`src/rtl/user_mgr_arbiter_if.sv`:
```
// Signal bundle between the user-domain OBI managers, the arbiter and the
// shared downstream OBI manager port. The arbiter connects through the
// slave modport; the surrounding environment connects through master.
interface user_mgr_arbiter_if #(
  parameter int unsigned NumMgr    = 2,
  parameter int unsigned AddrWidth = 32,
  parameter int unsigned DataWidth = 32
);
  localparam int unsigned BeWidth = DataWidth / 8;

  // Upstream (per-requester) side
  logic [NumMgr-1:0]           in_req_i;
  logic [NumMgr*AddrWidth-1:0] in_addr_i;
  logic [NumMgr-1:0]           in_we_i;
  logic [NumMgr*BeWidth-1:0]   in_be_i;
  logic [NumMgr*DataWidth-1:0] in_wdata_i;
  logic [NumMgr-1:0]           in_gnt_o;
  logic [NumMgr-1:0]           in_rvalid_o;
  logic [DataWidth-1:0]        in_rdata_o;
  logic                        in_err_o;

  // Downstream (shared) side
  logic                        out_req_o;
  logic [AddrWidth-1:0]        out_addr_o;
  logic                        out_we_o;
  logic [BeWidth-1:0]          out_be_o;
  logic [DataWidth-1:0]        out_wdata_o;
  logic                        out_gnt_i;
  logic                        out_rvalid_i;
  logic [DataWidth-1:0]        out_rdata_i;
  logic                        out_err_i;

  // Response arriving with nothing outstanding
  logic                        unexp_rsp_o;

  modport slave (
    input  in_req_i, in_addr_i, in_we_i, in_be_i, in_wdata_i,
    input  out_gnt_i, out_rvalid_i, out_rdata_i, out_err_i,
    output in_gnt_o, in_rvalid_o, in_rdata_o, in_err_o,
    output out_req_o, out_addr_o, out_we_o, out_be_o, out_wdata_o,
    output unexp_rsp_o
  );

  modport master (
    output in_req_i, in_addr_i, in_we_i, in_be_i, in_wdata_i,
    output out_gnt_i, out_rvalid_i, out_rdata_i, out_err_i,
    input  in_gnt_o, in_rvalid_o, in_rdata_o, in_err_o,
    input  out_req_o, out_addr_o, out_we_o, out_be_o, out_wdata_o,
    input  unexp_rsp_o
  );
endinterface

```
`src/rtl/user_mgr_arbiter.sv`:
```
// Round-robin arbiter sharing one OBI manager port between NumMgr user-domain
// managers. A request left waiting for grant is locked so addr/data stay
// stable; an in-order ID FIFO routes each response back to its issuer.
module user_mgr_arbiter #(
  parameter int unsigned NumMgr    = 2,
  parameter int unsigned AddrWidth = 32,
  parameter int unsigned DataWidth = 32,
  parameter int unsigned MaxTrans  = 2
) (
  input  logic              clk_i,
  input  logic              rst_i,
  user_mgr_arbiter_if.slave bus
);
  localparam int unsigned BeWidth  = DataWidth / 8;
  localparam int unsigned IdxWidth = (NumMgr > 1) ? $clog2(NumMgr) : 1;
  localparam int unsigned PtrWidth = (MaxTrans > 1) ? $clog2(MaxTrans) : 1;
  localparam int unsigned CntWidth = $clog2(MaxTrans + 1);

  typedef enum logic {
    ARB_FREE   = 1'b0,
    ARB_LOCKED = 1'b1
  } arb_state_e;

  arb_state_e          state_q, state_d;
  logic [IdxWidth-1:0] lock_idx_q, lock_idx_d;
  logic [IdxWidth-1:0] ptr_q, ptr_d;
  logic [PtrWidth-1:0] wr_ptr_q, wr_ptr_d;
  logic [PtrWidth-1:0] rd_ptr_q, rd_ptr_d;
  logic [CntWidth-1:0] cnt_q, cnt_d;
  logic [IdxWidth-1:0] fifo_mem_q [MaxTrans];

  logic [IdxWidth-1:0] sel;
  logic                any_req;
  logic                fifo_full;
  logic                fifo_empty;
  logic                push;
  logic                pop;

  logic [NumMgr-1:0]    in_gnt;
  logic [NumMgr-1:0]    in_rvalid;
  logic [DataWidth-1:0] in_rdata;
  logic                 in_err;
  logic                 out_req;
  logic [AddrWidth-1:0] out_addr;
  logic                 out_we;
  logic [BeWidth-1:0]   out_be;
  logic [DataWidth-1:0] out_wdata;
  logic                 unexp_rsp;

  // Pick the granted requester: the locked one, else first requester from ptr
  always_comb begin
    int unsigned         cand_int;
    logic [IdxWidth-1:0] cand;
    logic                found;
    // NOTE: every variable gets a default before any branch so no latch is inferred.
    sel      = '0;
    cand_int = 0;
    cand     = '0;
    found    = 1'b0;
    if (state_q == ARB_LOCKED) begin
      sel = lock_idx_q;
    end else begin
      for (int unsigned k = 0; k < NumMgr; k++) begin
        cand_int = 32'(ptr_q) + k;
        if (cand_int >= NumMgr) cand_int = cand_int - NumMgr;
        cand = cand_int[IdxWidth-1:0];
        if (!found && bus.in_req_i[cand]) begin
          sel   = cand;
          found = 1'b1;
        end
      end
    end
  end

  // Downstream request mux, zero-latency grant and response routing
  always_comb begin
    any_req    = |bus.in_req_i;
    fifo_full  = (cnt_q == CntWidth'(MaxTrans));
    fifo_empty = (cnt_q == '0);

    out_req   = any_req && !fifo_full && !rst_i;
    out_addr  = '0;
    out_we    = 1'b0;
    out_be    = '0;
    out_wdata = '0;
    if (any_req && !rst_i) begin
      out_addr  = bus.in_addr_i[32'(sel)*AddrWidth +: AddrWidth];
      out_we    = bus.in_we_i[sel];
      out_be    = bus.in_be_i[32'(sel)*BeWidth +: BeWidth];
      out_wdata = bus.in_wdata_i[32'(sel)*DataWidth +: DataWidth];
    end

    push   = out_req && bus.out_gnt_i;
    in_gnt = '0;
    if (push) in_gnt[sel] = 1'b1;

    pop       = bus.out_rvalid_i && !fifo_empty && !rst_i;
    unexp_rsp = bus.out_rvalid_i && fifo_empty && !rst_i;
    in_rvalid = '0;
    in_rdata  = '0;
    in_err    = 1'b0;
    if (pop) begin
      in_rvalid[fifo_mem_q[rd_ptr_q]] = 1'b1;
      in_rdata = bus.out_rdata_i;
      in_err   = bus.out_err_i;
    end
  end

  // Next-state for lock, round-robin pointer and FIFO bookkeeping
  always_comb begin
    state_d    = state_q;
    lock_idx_d = lock_idx_q;
    ptr_d      = ptr_q;
    wr_ptr_d   = wr_ptr_q;
    rd_ptr_d   = rd_ptr_q;
    if (push) begin
      state_d  = ARB_FREE;
      ptr_d    = (32'(sel) == NumMgr - 1) ? '0 : sel + IdxWidth'(1);
      wr_ptr_d = (wr_ptr_q == PtrWidth'(MaxTrans - 1)) ? '0 : wr_ptr_q + PtrWidth'(1);
    end else if (out_req) begin
      state_d    = ARB_LOCKED;
      lock_idx_d = sel;
    end
    if (pop) begin
      rd_ptr_d = (rd_ptr_q == PtrWidth'(MaxTrans - 1)) ? '0 : rd_ptr_q + PtrWidth'(1);
    end
    cnt_d = cnt_q + CntWidth'(push) - CntWidth'(pop);
  end

  // Control state registers
  always_ff @(posedge clk_i or posedge rst_i) begin
    if (rst_i) begin
      state_q    <= ARB_FREE;
      lock_idx_q <= '0;
      ptr_q      <= '0;
      wr_ptr_q   <= '0;
      rd_ptr_q   <= '0;
      cnt_q      <= '0;
    end else begin
      // NOTE: non-blocking assignments so every flop samples pre-edge values.
      state_q    <= state_d;
      lock_idx_q <= lock_idx_d;
      ptr_q      <= ptr_d;
      wr_ptr_q   <= wr_ptr_d;
      rd_ptr_q   <= rd_ptr_d;
      cnt_q      <= cnt_d;
    end
  end

  // ID FIFO storage
  // NOTE: storage is not reset; an entry is only read after being written, as cnt_q tracks.
  always_ff @(posedge clk_i) begin
    if (push) fifo_mem_q[wr_ptr_q] <= sel;
  end

  assign bus.in_gnt_o    = in_gnt;
  assign bus.in_rvalid_o = in_rvalid;
  assign bus.in_rdata_o  = in_rdata;
  assign bus.in_err_o    = in_err;
  assign bus.out_req_o   = out_req;
  assign bus.out_addr_o  = out_addr;
  assign bus.out_we_o    = out_we;
  assign bus.out_be_o    = out_be;
  assign bus.out_wdata_o = out_wdata;
  assign bus.unexp_rsp_o = unexp_rsp;

endmodule

```
`src/flat_wrapper.sv`:
```
// flat-port wrapper written by rule: the top's interface ports become plain ports
module user_mgr_arbiter_flat 
#(
  parameter int unsigned NumMgr    = 2,
  parameter int unsigned AddrWidth = 32,
  parameter int unsigned DataWidth = 32,
  parameter int unsigned MaxTrans  = 2
)
  (clk_i, rst_i, bus_in_req_i, bus_in_addr_i, bus_in_we_i, bus_in_be_i, bus_in_wdata_i, bus_out_gnt_i, bus_out_rvalid_i, bus_out_rdata_i, bus_out_err_i, bus_in_gnt_o, bus_in_rvalid_o, bus_in_rdata_o, bus_in_err_o, bus_out_req_o, bus_out_addr_o, bus_out_we_o, bus_out_be_o, bus_out_wdata_o, bus_unexp_rsp_o);
  user_mgr_arbiter_if #(.NumMgr(NumMgr), .AddrWidth(AddrWidth), .DataWidth(DataWidth)) bus_i ();
  input  logic clk_i;
  input  logic rst_i;
  input wire logic [$bits(bus_i.in_req_i)-1:0] bus_in_req_i;
  input wire logic [$bits(bus_i.in_addr_i)-1:0] bus_in_addr_i;
  input wire logic [$bits(bus_i.in_we_i)-1:0] bus_in_we_i;
  input wire logic [$bits(bus_i.in_be_i)-1:0] bus_in_be_i;
  input wire logic [$bits(bus_i.in_wdata_i)-1:0] bus_in_wdata_i;
  input wire logic [$bits(bus_i.out_gnt_i)-1:0] bus_out_gnt_i;
  input wire logic [$bits(bus_i.out_rvalid_i)-1:0] bus_out_rvalid_i;
  input wire logic [$bits(bus_i.out_rdata_i)-1:0] bus_out_rdata_i;
  input wire logic [$bits(bus_i.out_err_i)-1:0] bus_out_err_i;
  output wire logic [$bits(bus_i.in_gnt_o)-1:0] bus_in_gnt_o;
  output wire logic [$bits(bus_i.in_rvalid_o)-1:0] bus_in_rvalid_o;
  output wire logic [$bits(bus_i.in_rdata_o)-1:0] bus_in_rdata_o;
  output wire logic [$bits(bus_i.in_err_o)-1:0] bus_in_err_o;
  output wire logic [$bits(bus_i.out_req_o)-1:0] bus_out_req_o;
  output wire logic [$bits(bus_i.out_addr_o)-1:0] bus_out_addr_o;
  output wire logic [$bits(bus_i.out_we_o)-1:0] bus_out_we_o;
  output wire logic [$bits(bus_i.out_be_o)-1:0] bus_out_be_o;
  output wire logic [$bits(bus_i.out_wdata_o)-1:0] bus_out_wdata_o;
  output wire logic [$bits(bus_i.unexp_rsp_o)-1:0] bus_unexp_rsp_o;
  assign bus_i.in_req_i = bus_in_req_i;
  assign bus_i.in_addr_i = bus_in_addr_i;
  assign bus_i.in_we_i = bus_in_we_i;
  assign bus_i.in_be_i = bus_in_be_i;
  assign bus_i.in_wdata_i = bus_in_wdata_i;
  assign bus_i.out_gnt_i = bus_out_gnt_i;
  assign bus_i.out_rvalid_i = bus_out_rvalid_i;
  assign bus_i.out_rdata_i = bus_out_rdata_i;
  assign bus_i.out_err_i = bus_out_err_i;
  assign bus_in_gnt_o = bus_i.in_gnt_o;
  assign bus_in_rvalid_o = bus_i.in_rvalid_o;
  assign bus_in_rdata_o = bus_i.in_rdata_o;
  assign bus_in_err_o = bus_i.in_err_o;
  assign bus_out_req_o = bus_i.out_req_o;
  assign bus_out_addr_o = bus_i.out_addr_o;
  assign bus_out_we_o = bus_i.out_we_o;
  assign bus_out_be_o = bus_i.out_be_o;
  assign bus_out_wdata_o = bus_i.out_wdata_o;
  assign bus_unexp_rsp_o = bus_i.unexp_rsp_o;
  user_mgr_arbiter #(.NumMgr(NumMgr), .AddrWidth(AddrWidth), .DataWidth(DataWidth), .MaxTrans(MaxTrans)) u_core (.clk_i(clk_i), .rst_i(rst_i), .bus(bus_i));
endmodule
```
`config.mk`:
```
export PLATFORM = sky130hd
export DESIGN_NAME = user_mgr_arbiter_flat
export DESIGN_NICKNAME = d
export VERILOG_FILES = /design/src/rtl/user_mgr_arbiter_if.sv /design/src/rtl/user_mgr_arbiter.sv /design/src/flat_wrapper.sv
export SDC_FILE = /design/constraint.sdc
export NUM_CORES = 1
export LEC_CHECK = 0
export BUFFER_PORTS_ARGS = -buffer_cell sky130_fd_sc_hd__clkbuf_2
export CAP_MARGIN = 30
export CORE_AREA = 2 2 112 114
export DETAILED_ROUTE_END_ITERATION = 16
export DIE_AREA = 0 0 114 116
export HOLD_SLACK_MARGIN = 0.05
export PLACE_DENSITY = 0.52
export SETUP_SLACK_MARGIN = 0.3
export SLEW_MARGIN = 20
export SYNTH_ARGS = -nofsm -noshare
export SYNTH_HDL_FRONTEND = slang
export SYNTH_SLANG_ARGS = --single-unit
```
`constraint.sdc`:
```
create_clock -name clk_i -period 3.6 [get_ports clk_i]
set_input_delay 0.54 -clock clk_i [delete_from_list [all_inputs] [get_ports clk_i]]
set_output_delay 0.54 -clock clk_i [all_outputs]
set_load 0.1 [all_outputs]
```
# Yosys cells after proc, flatten, opt, wreduce, memory -nomap -nowiden
# Memory sizes are Yosys's and may differ from the RTL's.
# Cells that the tools add are included.
word_totals:
  ramBits: 2
  input_bits: 177
  reg_bits: 7
  mem_count: 1
  output_inout_bits: 108
mem_list:
  columns: ["memory", "words", "word_bits", "read_ports", "rd_ports_with_merged_regs", "write_ports", "line", "source"]
  rows:
  - ["u_core.fifo_mem_q", 2, 1, 1, 0, 1, "user_mgr_arbiter.sv:30", "logic [IdxWidth-1:0] fifo_mem_q [MaxTrans];"]
classes:
  n_mux: 34
  n_reduce_logical: 19
  addsub: 8
  order_cmp: 8
  eq_ne: 1
  bitwise_logic: 1
  n_shift: 3
ops:
  columns: ["operator", "n"]
  rows:
  - ["$shiftx 64x7->32", 2]
  - ["$mux 32", 3]
  - ["$mux 1", 26]
  - ["$logic_and 1x1->1", 11]
  - ["$lt 1x2->1 const B", 4]
  - ["$shiftx 8x4->4", 1]
  - ["$logic_not 1->1", 4]
  - ["$mux 2", 2]
  - ["$mux 4", 1]
  - ["$add 1x1->1 const B", 3]
  - ["$add 1x1->2 const B", 1]
  - ["$add 2x1->2", 1]
  - ["$demux 1 s1", 2]
  - ["$eq 2x2->1 const B", 1]
  - ["$ge 1x1->1 const B", 2]
  - ["$ge 1x2->1 const B", 1]
  - ["$ge 2x2->1 const B", 1]
  - ["$logic_not 2->1", 1]
  - ["$reduce_and 2->1", 1]
  - ["$reduce_bool 2->1", 1]
  - ["$reduce_or 2->1", 1]
  - ["$sub 1x1->1 const B", 2]
  - ["$sub 2x1->2", 1]
  - ["$not 1->1", 1]

# Longest topological paths before layout
depth:
  depth_word: 16
  depth_mapped: 6
  depth_no_buf: 4

# Worst setup path before layout
# OpenSTA, ideal clock, no wires.
synth_path:
  path_kind: "in2out"
  startpoint: "in rst_i"
  endpoint: "out bus_in_rvalid_o[1]"
  path_stages: 2
  path_buffers: 0
  arrival_time_ps: 2849
  required_ps: 3060
  path_slack_ps: 211
  path_cell_list: "nand2b_1 nor3_1"
synth_via:
  elab_chain_cells: 3
synth_lines:
  columns: ["item", "line", "source"]
  rows:
  - ["start: declaration", "flat_wrapper.sv:12", "input logic rst_i;"]
  - ["$logic_not 1->1", "user_mgr_arbiter.sv:97", "pop = bus.out_rvalid_i && !fifo_empty && !rst_i;"]
  - ["$logic_and 1x1->1", "user_mgr_arbiter.sv:97", null]
  - ["$mux 2", "user_mgr_arbiter.sv:102", "if (pop) begin"]
  - ["end: declaration", "flat_wrapper.sv:23", "output wire logic [$bits(bus_i.in_rvalid_o)-1:0] bus_in_rvalid_o;"]
# No other way between the ends.

# Final worst setup path
layout_path:
  startpoint: "in bus_in_req_i[0]"
  endpoint: "out bus_out_wdata_o[2]"
layout_via:
  elab_chain_cells: 10
  elab_cells_between_ends: 15
  cone_classes: "shift: 1; mux: 10; reduce/logical: 4"
layout_lines:
  columns: ["item", "line", "source"]
  rows:
  - ["start: declaration", "flat_wrapper.sv:13", "input wire logic [$bits(bus_i.in_req_i)-1:0] bus_in_req_i;"]
  - ["$mux 1 (not written as such) (2 in a row)", "user_mgr_arbiter.sv:67", "if (!found && bus.in_req_i[cand]) begin"]
  - ["$mux 1", "user_mgr_arbiter.sv:67", null]
  - ["$mux 1", "user_mgr_arbiter.sv:60", "if (state_q == ARB_LOCKED) begin"]
  - ["$logic_not 1->1", "user_mgr_arbiter.sv:67", null]
  - ["$logic_and 1x1->1", "user_mgr_arbiter.sv:67", null]
  - ["$mux 1", "user_mgr_arbiter.sv:67", null]
  - ["$mux 1", "user_mgr_arbiter.sv:60", null]
  - ["$shiftx 64x7->32", "user_mgr_arbiter.sv:90", "out_wdata = bus.in_wdata_i[32'(sel)*DataWidth +: DataWidth];"]
  - ["$mux 32 (*)", "user_mgr_arbiter.sv:86", "if (any_req && !rst_i) begin"]
  - ["end: declaration", "flat_wrapper.sv:30", "output wire logic [$bits(bus_i.out_wdata_o)-1:0] bus_out_wdata_o;"]
# Every way passes the cells marked *; elsewhere a longest branch is shown, timed or not. The select of a mux whose other input is x is not followed.

==> impl_metrics.csv <==
group,metric,value,unit
outcome,status,"finished, final reports clean",
detailed_routing,wire_per_inst,12.02,um
sta,tightest_slew,0.6148,ns
sta,hold_violations,0,
clocking,cts_sinks,9,
grt,grt_pass1_wl,12500,um
sta,fin_worst_skew,0.0003988,ns
detailed_routing,vias,3023,
worst_setup_path,cp_data_arrival_time,2.33,ns
sta,period_minus_slack,2.867,ns
sta,slew_viol_final,0,
clocking,clk_path_buf_depth,2,
pwr,power_density,687.0,nW/um^2
pwr,p_int,727.0,uW
worst_setup_path,r2r_cells,5,
sta,setup_violations,0,
worst_setup_path,cp-end-kind,"output pin",
logic_synthesis,avgSynthCellArea,6.833,um^2
worst_setup_path,crit_top_cell,"clkbuf_2",
die,ios,285,
final_layout,fin_area,3660,um^2
sta,fin_crit_sh,79.63,%
detailed_routing,drcViolationCount,0,
final_layout,antenna_cells,0,
pwr,comb_power_share,85.5,%
clocking,postCtsSetupBuffers,0,
logic_synthesis,ys_types,29,
place,place_inst,721,
detailed_routing,antenna_left,0,
logic_synthesis,synth_warnings,0,
logic_synthesis,ys_ff_latch,9,
detailed_routing,drt-pass1-iter-count,5,
clocking,cts_inserted_buffers,3,
die,rows,40,
worst_setup_path,r2r-start,"u_core.ptr_q",
sta,finalSetupTns,0,ns
logic_synthesis,synth_area_leaders,"mux2i_1 33%, nand2_1 24%, and2_1 10%, dfrtp_1 8.2%, buf_6 4.8%",
worst_setup_path,critPathTopFamily,"buffers and inverters",
logic_synthesis,synth_edf_count,2,
logic_synthesis,seq_area_frac_synth,11.03,%
flow_run,cap_violations,0,
logic_synthesis,synth_top_area_share,33.33,%
worst_setup_path,cp_max_fo,38,
clocking,ctsHoldBuffers,0,
logic_synthesis,syn_inst,312,
worst_setup_path,crit_buf_inv,3,
pwr,power_frac_seq,6.7,%
place,gp_congestion,0.7683,
logic_synthesis,synth-async-reset-ratio,77.78,%
final_layout,final_common_cell,"clkbuf_2",
clocking,cts-htree-levels,1,
logic_synthesis,syn_nets,489,
logic_synthesis,yosys.area.top_type,"mux2i_1",
clocking,clk_pin_slew,0.04,ns
die,die_area,13220,um^2
sta,max_freq,0.3488,GHz
final_layout,nNetsFinal,756,
sta,rsz0062_at_grt,"no",
place,io_buffers,284,
worst_setup_path,crit_slowest_cell,"clkbuf_2",
grt,grt_antenna_before_repair,0,
die,initial_core_util,17.90,%
sta,relSlewSlack,59.02,%
final_layout,n_fill_cell,1321,
worst_setup_path,critical_path.cell_chain,"clkbuf_2 -> nor2b_1 -> o21a_4 -> buf_4 -> mux2i_1 -> clkbuf_2",
detailed_routing,wirelength,8712,um
clocking,clock_latency,0.24,ns
pwr,swShare,71.09,%
die,core_area,11910,um^2
worst_setup_path,crit_type,"in -> out",
worst_setup_path,crit_path_max_incr_delay,0.50,ns
pwr,pwr-share-clk,7.8,%
pwr,ir_worst_vdd,0.3789,mV
detailed_routing,vias_per_cell,4.170,
worst_setup_path,path_depth,6,
worst_hold_path,hold_path_class,"in -> async",
clocking,cts_resized,0,
grt,grt_pass1_vias,2737,
final_layout,post-route-util,30.72,%
die,fp.dieW,114,um
grt,track_usage,11.59,%
die,die_h,116,um
detailed_routing,drt_iter0_drc,62,
logic_synthesis,synth_top_flop_cell,"dfrtp_1",
final_layout,final_cell_mix,"284 x clkbuf_2, 139 x nand2_1, 71 x mux2i_1",
final_layout,drive_gt1_share,52.25,%
place,dpl_cell_area,3580,um^2
place,hpwl,7513,um
worst_setup_path,r2r_end,"u_core.lock_idx_q",
final_layout,fin_cells,725,
pwr,leakage,2.362,nW
grt,grt_max_degree,74,
worst_setup_path,crit_start,"bus_in_req_i[0]",
final_layout,area_delta_synth_final,71.65,%
worst_setup_path,critPathRequiredTime,3.06,ns
grt,gr-total-overflow,0,
clocking,clock-root-buffer,"clkbuf_16",
worst_setup_path,reg2reg_setup_slack,1.86,ns
logic_synthesis,netlist_area,2132,um^2
worst_setup_path,cp-start-kind,"input pin",
pwr,power_switching,1.787,mW
clocking,tritoncts,"built",
## worst register-to-register path: cells and delay by family (launching register included)
kind	cells	cell delay, ns
buffers and inverters	2	0.66
AOI/OAI and AO/OA	1	0.14
DFF	1	0.37
and+or+nand+nor	1	0.14
muxes	1	0.30
## kinds of logic after synthesis
logic type | count (synthesis) | synth area share [%]
buffers and inverters | 30 | 11.38
xor gates and xnor gates | 3 | 1.233
AOI/OAI and AO/OA | 6 | 2.054
muxes | 73 | 34.57
DFF | 9 | 11.03
and+or+nand+nor | 191 | 39.73
## worst max-delay path by stage
stage                    endpoint  slack (ns)
5_1_grt        bus_out_wdata_o[2]        0.60
2_1_floorplan  bus_out_wdata_o[0]        0.32
3_5_place_dp   bus_out_wdata_o[2]        0.68
6_report       bus_out_wdata_o[2]        0.73
3_3_place_gp   bus_out_wdata_o[2]        0.70
4_1_cts        bus_out_wdata_o[2]        0.67
## cells in the mapped netlist (3+ instances only)
master	instances
and2_1	34
buf_4	12
buf_6	9
clkbuf_2	3
dfrtp_1	7
inv_1	3
mux2i_1	71
nand2_1	139
nor2_1	6
nor3_1	4
## cell type report
class                   count  area [um^2]  share of cell area [%]
clock inverters             1        5.005                  0.1368
clock buffers               3        75.07                   2.051
flip-flops and latches      9        235.2                   6.427
repair buffers            289         1471                   40.21
multi-input cells         273         1678                   45.85
inverters                   3        11.26                  0.3077
well taps                 147        183.9                   5.026
## power by group through the flow
stage,logic [mW],clock network (mW),registers [mW]
2_1_floorplan,1.87,0,0.164
3_3_place_gp,2.15,0,0.169
3_5_place_dp,2.16,0,0.171
4_1_cts,2.17,0.202,0.170
5_1_grt,2.23,0.206,0.174
6_report,2.15,0.196,0.170
## layer usage
metal / vias to the layer above / wire length (um) / global-route usage, %
li1: 1532 / - / -
met1: 1309 / 3066 / 11.66
met2: 177 / 4806 / 24.64
met3: 5 / 775 / 1.726
met4: 0 / 64 / 2.520
met5: - / 0 / 0
## state kept, by name, summed over array words and instances, names as in the netlist
| signal | count |
|---|---|
| u_core.cnt_q | 2 |
| u_core.fifo_mem_q | 2 |
| u_core.lock_idx_q | 1 |
| u_core.ptr_q | 1 |
| u_core.rd_ptr_q | 1 |
| u_core.state_q | 1 |
| u_core.wr_ptr_q | 1 |
## through the flow
stage | hold WS, ns | setup WS (ns) | power (mW)
finish | 0.2664 | 0.7333 | 2.514
CTS | 0.2712 | 0.6699 | 2.540
floorplan | 0.3434 | 0.3168 | 2.032
global placement | 0.4837 | 0.7011 | 2.324
detailed placement | 0.4903 | 0.6809 | 2.335
global route | 0.3011 | 0.5953 | 2.611
No activity file was read; power rests on OpenSTA's default activity.
